<file path="src/rtl/gcd_rr_scheduler.sv">
// Round-robin front end for one shared iterative Euclidean GCD engine.
// Accepts one request at a time, iterates one modulo step per cycle, and returns a tagged result.
module gcd_rr_scheduler #(
  parameter int NREQ = 4,
  parameter int W    = 32,
  parameter int IDW  = 2,
  parameter int SW   = 6
) (
  input  logic              clk,
  input  logic              reset,
  input  logic [NREQ-1:0]   req_valid,
  output logic [NREQ-1:0]   req_ready,
  input  logic [NREQ*W-1:0] req_x,
  input  logic [NREQ*W-1:0] req_y,
  output logic              rsp_valid,
  input  logic              rsp_ready,
  output logic [IDW-1:0]    rsp_id,
  output logic [W-1:0]      rsp_gcd,
  output logic [SW-1:0]     rsp_steps,
  output logic              busy
);

  // Handshakes: a transfer happens on a rising edge where valid and ready are both 1.
  // The sender holds valid and its payload stable until then; ready never depends on
  // a transfer in the same cycle. A requester's valid may assert before its ready.

  typedef enum logic [1:0] {IDLE, ITER, DONE} state_t;

  state_t         state, state_nxt;
  logic [IDW-1:0] ptr;
  logic [IDW-1:0] grant;
  logic           grant_found;
  logic [W-1:0]   sel_x, sel_y;
  logic [W-1:0]   a, b;
  logic [SW-1:0]  step;
  logic [IDW-1:0] id;
  logic           accept;

  // Search starts at ptr and wraps, so the most recently served requester goes last.
  always_comb begin
    int             idx;
    logic [IDW-1:0] idx_w;
    grant       = '0;
    grant_found = 1'b0;
    idx         = 0;
    idx_w       = '0;
    for (int k = 0; k < NREQ; k++) begin
      idx = int'(ptr) + k;
      if (idx >= NREQ) idx = idx - NREQ;
      idx_w = IDW'(idx);
      if (!grant_found && req_valid[idx_w]) begin
        grant_found = 1'b1;
        grant       = idx_w;
      end
    end
  end

  always_comb begin
    sel_x = '0;
    sel_y = '0;
    for (int i = 0; i < NREQ; i++) begin
      if (grant == IDW'(i)) begin
        sel_x = req_x[i*W +: W];
        sel_y = req_y[i*W +: W];
      end
    end
  end

  always_comb begin
    state_nxt = state;
    req_ready = '0;
    case (state)
      IDLE: begin
        if (grant_found) begin
          req_ready[grant] = 1'b1;
          state_nxt        = ITER;
        end
      end
      ITER:    if (b == '0) state_nxt = DONE;
      DONE:    if (rsp_ready) state_nxt = IDLE;
      default: state_nxt = IDLE;
    endcase
  end

  assign accept = (state == IDLE) && grant_found;
  assign busy   = (state != IDLE);

  always_ff @(posedge clk) begin
    if (reset) state <= IDLE;
    else       state <= state_nxt;
  end

  always_ff @(posedge clk) begin
    if (reset) begin
      ptr       <= '0;
      a         <= '0;
      b         <= '0;
      step      <= '0;
      id        <= '0;
      rsp_valid <= 1'b0;
      rsp_id    <= '0;
      rsp_gcd   <= '0;
      rsp_steps <= '0;
    end else begin
      if (accept) begin
        a    <= (sel_x > sel_y) ? sel_x : sel_y;
        b    <= (sel_x > sel_y) ? sel_y : sel_x;
        step <= '0;
        id   <= grant;
        ptr  <= (grant == IDW'(NREQ - 1)) ? '0 : grant + IDW'(1);
      end
      if (state == ITER) begin
        if (b == '0) begin
          rsp_gcd   <= a;
          rsp_steps <= step;
          rsp_id    <= id;
          rsp_valid <= 1'b1;
        end else begin
          a <= b;
          b <= a % b;
          if (step != '1) step <= step + SW'(1);
        end
      end
      if (state == DONE && rsp_ready) rsp_valid <= 1'b0;
    end
  end

endmodule
</file>
<file path="config.mk">
export PLATFORM = sky130hd
export DESIGN_NAME = gcd_rr_scheduler
export DESIGN_NICKNAME = d
export VERILOG_FILES = /design/src/rtl/gcd_rr_scheduler.sv
export SDC_FILE = /design/constraint.sdc
export NUM_CORES = 2
export LEC_CHECK = 0
export ABC_AREA = 0
export CAP_MARGIN = 15
export CORE_ASPECT_RATIO = 0.9
export CORE_MARGIN = 8
export CORE_UTILIZATION = 55
export CTS_BUF_LIST = sky130_fd_sc_hd__clkbuf_16
export DETAILED_ROUTE_END_ITERATION = 16
export HOLD_SLACK_MARGIN = 0.12
export PLACE_DENSITY = 0.76
export SLEW_MARGIN = 30
export SYNTH_ARGS = -nofsm -noshare
export SYNTH_HDL_FRONTEND = slang
export SYNTH_SLANG_ARGS = --single-unit
export TNS_END_PERCENT = 50
</file>
<file path="constraint.sdc">
create_clock -name clk -period 94.8 [get_ports clk]
set_input_delay 18.96 -clock clk [delete_from_list [all_inputs] [get_ports clk]]
set_output_delay 18.96 -clock clk [all_outputs]
set_load 0.02 [all_outputs]
</file>
# Yosys cells after proc, flatten, opt, wreduce, memory -nomap -nowiden
# Cells that the tools add are included.
# word_totals
ff_bits,117
latchBits,0
mem_bits_rw,0
romBits,0
in_bits,263
out_inout_bits,46
word_cells,105
n_memories,0
# op_classes
n_addsub,9
mul,0
n_div,1
order_cmp,11
eq_ne,9
n_shift,0
muxes,49
bitwise,0
n_reduce_logical,16
# ops
cell,n
32-bit 2-to-1 mux,16
32-bit greater-than comparator,1
32-bit logical NOT,1
32-bit by 32-bit remainder unit with 32-bit output,1
2-bit 2-to-1 mux,12
6-bit 2-to-1 mux,4
2-bit by 3-bit < comparator with 1-bit output (second input constant),5
3-bit >= comparator (second input constant),3
1-bit 2-to-1 mux,9
1-bit binary-select mux with 2-bit select,4
4-bit 2-to-1 mux,2
2-bit by 1-bit subtractor with 2-bit output (second input constant),4
2-bit by 2-bit adder with 3-bit output (second input constant),2
6-bit by 1-bit adder with 6-bit output (second input constant),1
2-bit == test (second input constant),3
1-bit logical AND,6
2-bit inequality test (second input constant),3
6-bit inequality test (second input constant),1
2-bit one-hot mux with 3 select lines,1
2-bit by 1-bit == test with 1-bit output (second input constant),2
2-bit logical NOT,2
2-bit by 1-bit adder with 3-bit output (second input constant),1
2-bit by 3-bit >= comparator with 1-bit output (second input constant),1
1-bit logical NOT,3
7 further kinds,7

# Depth between registers and ports, before layout
# depth
word_depth,24
depth_mapped,351
ltp_nobuf,318

# Worst setup path before layout
# No wires, ideal clock.
# synth_path
kind,register to register
start,register b[31]
end,register b[28]
setup_time_ps,132
arrival_time_ps,66894
setup_slack_ps,27774
path_stages_with_launch,319
path_buffers,50
cell_sequence,dfxtp_1 buf_4 nor4_2 and4_1 buf_4 and2_1 clkbuf_1 a32oi_1 ha_1 o21a_1 o21a_1 a31oi_1 nor2_1 ha_1 o21a_1 o21a_1 o21ai_0 nor4_1 [... 283 more ...] buf_1 o21a_1 ha_1 a21o_1 a21oi_1 o21ai_0 a21o_1 nor3b_1 a21oi_1 a41o_1 nor3_1 o21ai_0 a21oi_1 clkbuf_1 clkbuf_1 nor2_1 a211oi_1 nor3_1
# synth_between
elab_chain_len,3
# synth_lines
element,line_no,source
from (decl),34,"logic [W-1:0] a, b;"
from (signal assigned),107,b <= (sel_x > sel_y) ? sel_y : sel_x;
from (signal assigned),120,b <= a % b;
32-bit by 32-bit remainder unit with 32-bit output or 32-bit logical NOT (tied branches),"120, 113",
32-bit 2-to-1 mux (*),113,if (b == '0) begin
32-bit 2-to-1 mux (*),112,if (state == ITER) begin
# Every way passes the cells marked *; elsewhere a longest branch is shown, timed or not.
# A chain may end at the register's enable or synchronous reset.

# Worst setup path after layout
# layout_path
start,register b[26]
end,register b[6]
# Same word-level chain as after synthesis.

==> impl_metrics.yaml <==
run_status:
  status: "finished, final reports clean"
floorplan:
  die_area_um2: 77400
  core_area_um2: 68300
  num_rows: 91
  io_pins: 309
  die_y_um: 265
  start_util_pct: 55.4
  fp.dieW_um: 292
detailed_routing:
  wl_per_cell_um: 24.2
  drcViolationCount: 0
  wl_mm: 163
  ant_nets: 0
  firstDrtPassIters: 8
  drtIter0Drc: 6355
  vias: 45400
  vias_per_cell: 6.73
clock_tree:
  cts_htree_levels: 4
  cts_sinks: 117
  clk_path_buf_depth: 2
  clock_latency_ns: 0.46
  clock-root-buffer: "clkbuf_16"
  cts_setup_buffers: 0
  cts_tree: "yes"
  ctsResizeCount: 0
  numCtsBuffers: 17
  cts_hold_repair.buffers: 0
  clkSlewWorstSetupHoldPaths_ns: 0.07
worst_setup_path:
  cpMostUsedCell: "ha_1"
  end_kind: "register"
  critPathKind: "register to register"
  crit_required_ns: 95.08
  crit_slowest_cell: "a2111oi_1"
  cp.arrival_ns: 85.16
  slowest_delay_ns: 0.89
  crit_path_start_kind: "register"
  r2r_setup_slack_ns: 9.92
  path_max_fanout: 40
global_route:
  grt-ovfl-total: 0
  antenna_found_initial: 6
  grt_max_degree: 99
  grt_usage_pct: 39.7
  grt_pass1_vias: 40800
  grt_first_pass_wirelength_mm: 245
finish:
  layout.cells.most_common: "nand2_1"
  area_growth_pct: 11.7
  final_nets: 6674
  final_cell_mix: "nand2_1 (740), nor2_1 (648), a21oi_1 (646), ha_1 (562), clkdlybuf4s50_1 (307)"
  drive_above_1_share_pct: 4.44
logic_synthesis:
  synth_xor_area_share_pct: 8.20
  ys_types: 100
  synth.mux.area_fraction_pct: 2.79
  synth_top_family_by_area: "compound AO/OA/AOI/OAI gates"
  async_reset_ff_share_pct: 0
  yosysWarningCount: 0
  synth_compound_area_share_pct: 33.3
  ys_seq_area_share_pct: 6.19
  synth_fp_nets: 6532
  synth_flop_cell: "dfxtp_1"
  synth-edff-count: 0
  avgSynthCellArea_um2: 6.63
  synth-simple-area-share_pct: 25.8
  syn_area_um2: 37800
  synthCells: 5702
  synth_seq_cells: 117
  synthAdderAreaFrac_pct: 18.8
sta:
  slew_viol_final: 0
  layout_min_cycle_time_ns: 84.88
  max_freq_mhz: 11.8
  min_period_over_period_pct: 89.5
  setup_viol: 0
  fin_setup_tns_ns: 0
  hold_violations: 0
  relSlewSlack_pct: 25.6
  clock_skew_ns: 0.0144
  rsz0062_at_grt: "no"
  worst_pin_slew_ns: 1.11
placement:
  dpl.hpwl_mm: 129
  io_buffers: 308
  gp_congestion: 1.08
job:
  cap_viol_max_count: 0
worst_hold_path:
  hp-class: "register to register"
-- cell families after synthesis --
logic type | count (synthesis)
xor gates and xnor gates | 354
and+or+nand+nor | 2149
AOI/OAI and AO/OA | 1936
adders and majority gates | 567
buffers and inverters | 479
muxes | 100
DFF | 117
-- state kept, by name, indices dropped and copies added (netlist names) --
register and cells:
state 2, ptr 2, rsp_valid 1, id 2
rsp_id 2, a 32, rsp_steps 6, b 32
rsp_gcd 32, step 6
-- stage by stage --
stage / cells / hold WS (ns) / util (%) / area (um2) / setup WS (ns)
after floorplan: 5702 / 0.432 / - / 37800 / 27.77
after global placement: 6707 / 0.442 / 60.9 / 41600 / 15.07
after detailed placement: 6708 / 0.447 / 61.0 / 41700 / 13.89
after CTS: 6740 / 0.456 / 61.8 / 42200 / 13.51
after global routing: 6740 / 0.474 / 61.8 / 42300 / 5.19
final: 6743 / 0.452 / 61.9 / 42300 / 9.92
-- worst paths after layout --
| kind | from | endpoint | cells after the start |
|---|---|---|---|
| worst max-delay path | b[26] | b[6] | 288 |
| worst min-delay path | rsp_gcd[23] | rsp_gcd[23] | 2 |
| worst max register to register | b[26] | b[6] | 288 |
| worst min register to register | rsp_gcd[23] | rsp_gcd[23] | 2 |
-- cells in the mapped netlist, drive strengths merged, types with 41 or more instances --
library cell,number,area [um2]
nand2,741,2780
nor2,653,2460
a21oi,648,3250
ha,566,7080
o21ai,296,1490
inv,226,848
xnor2,209,1830
a21o,189,1420
clkbuf,187,702
nor3,184,931
o21a,149,1120
xor2,145,1270
nand3,122,616
dfxtp,117,2340
a31oi,80,507
o211ai,70,526
buf,66,312
a211oi,63,478
nand4,63,394
mux2i,61,611
or3,60,375
a311oi,58,508
nand2b,57,357
nor2b,54,338
o21bai,45,338
and2,42,263
o31ai,41,313
or2,41,256
-- layer usage --
layer | GRT usage, % | routed length, um | share of wire, %
met2 | 58.7 | 66200 | 41
met1 | 54.6 | 67300 | 41
met4 | 14.9 | 7470 | 4.6
met3 | 10.8 | 22200 | 14
met5 | 0 | 39 | 0.024
-- layout make-up --
cell class	count	area (um2)
Antenna cell	3	7.51
Tap cell	883	1100
Sequential cell	117	2340
Inverter	226	848
Fill cell	6541	26100
Multi-Input combinational cell	5106	33800
Clock buffer	17	425
Timing Repair Buffer	376	3610
Clock inverter	15	153
-- worst max-delay path: cells and delay by family (launching register included) --
family	cells	cell delay [ns]
mux	1	0.19
flops	1	0.39
simple gates	84	24.73
fa+ha+maj	31	10.41
compound gates	158	45.69
buf+inv	14	3.05
Power is left out: the tool's default activity adds up to more than one toggle a clock period on the data nets, which glitch-free logic cannot reach.
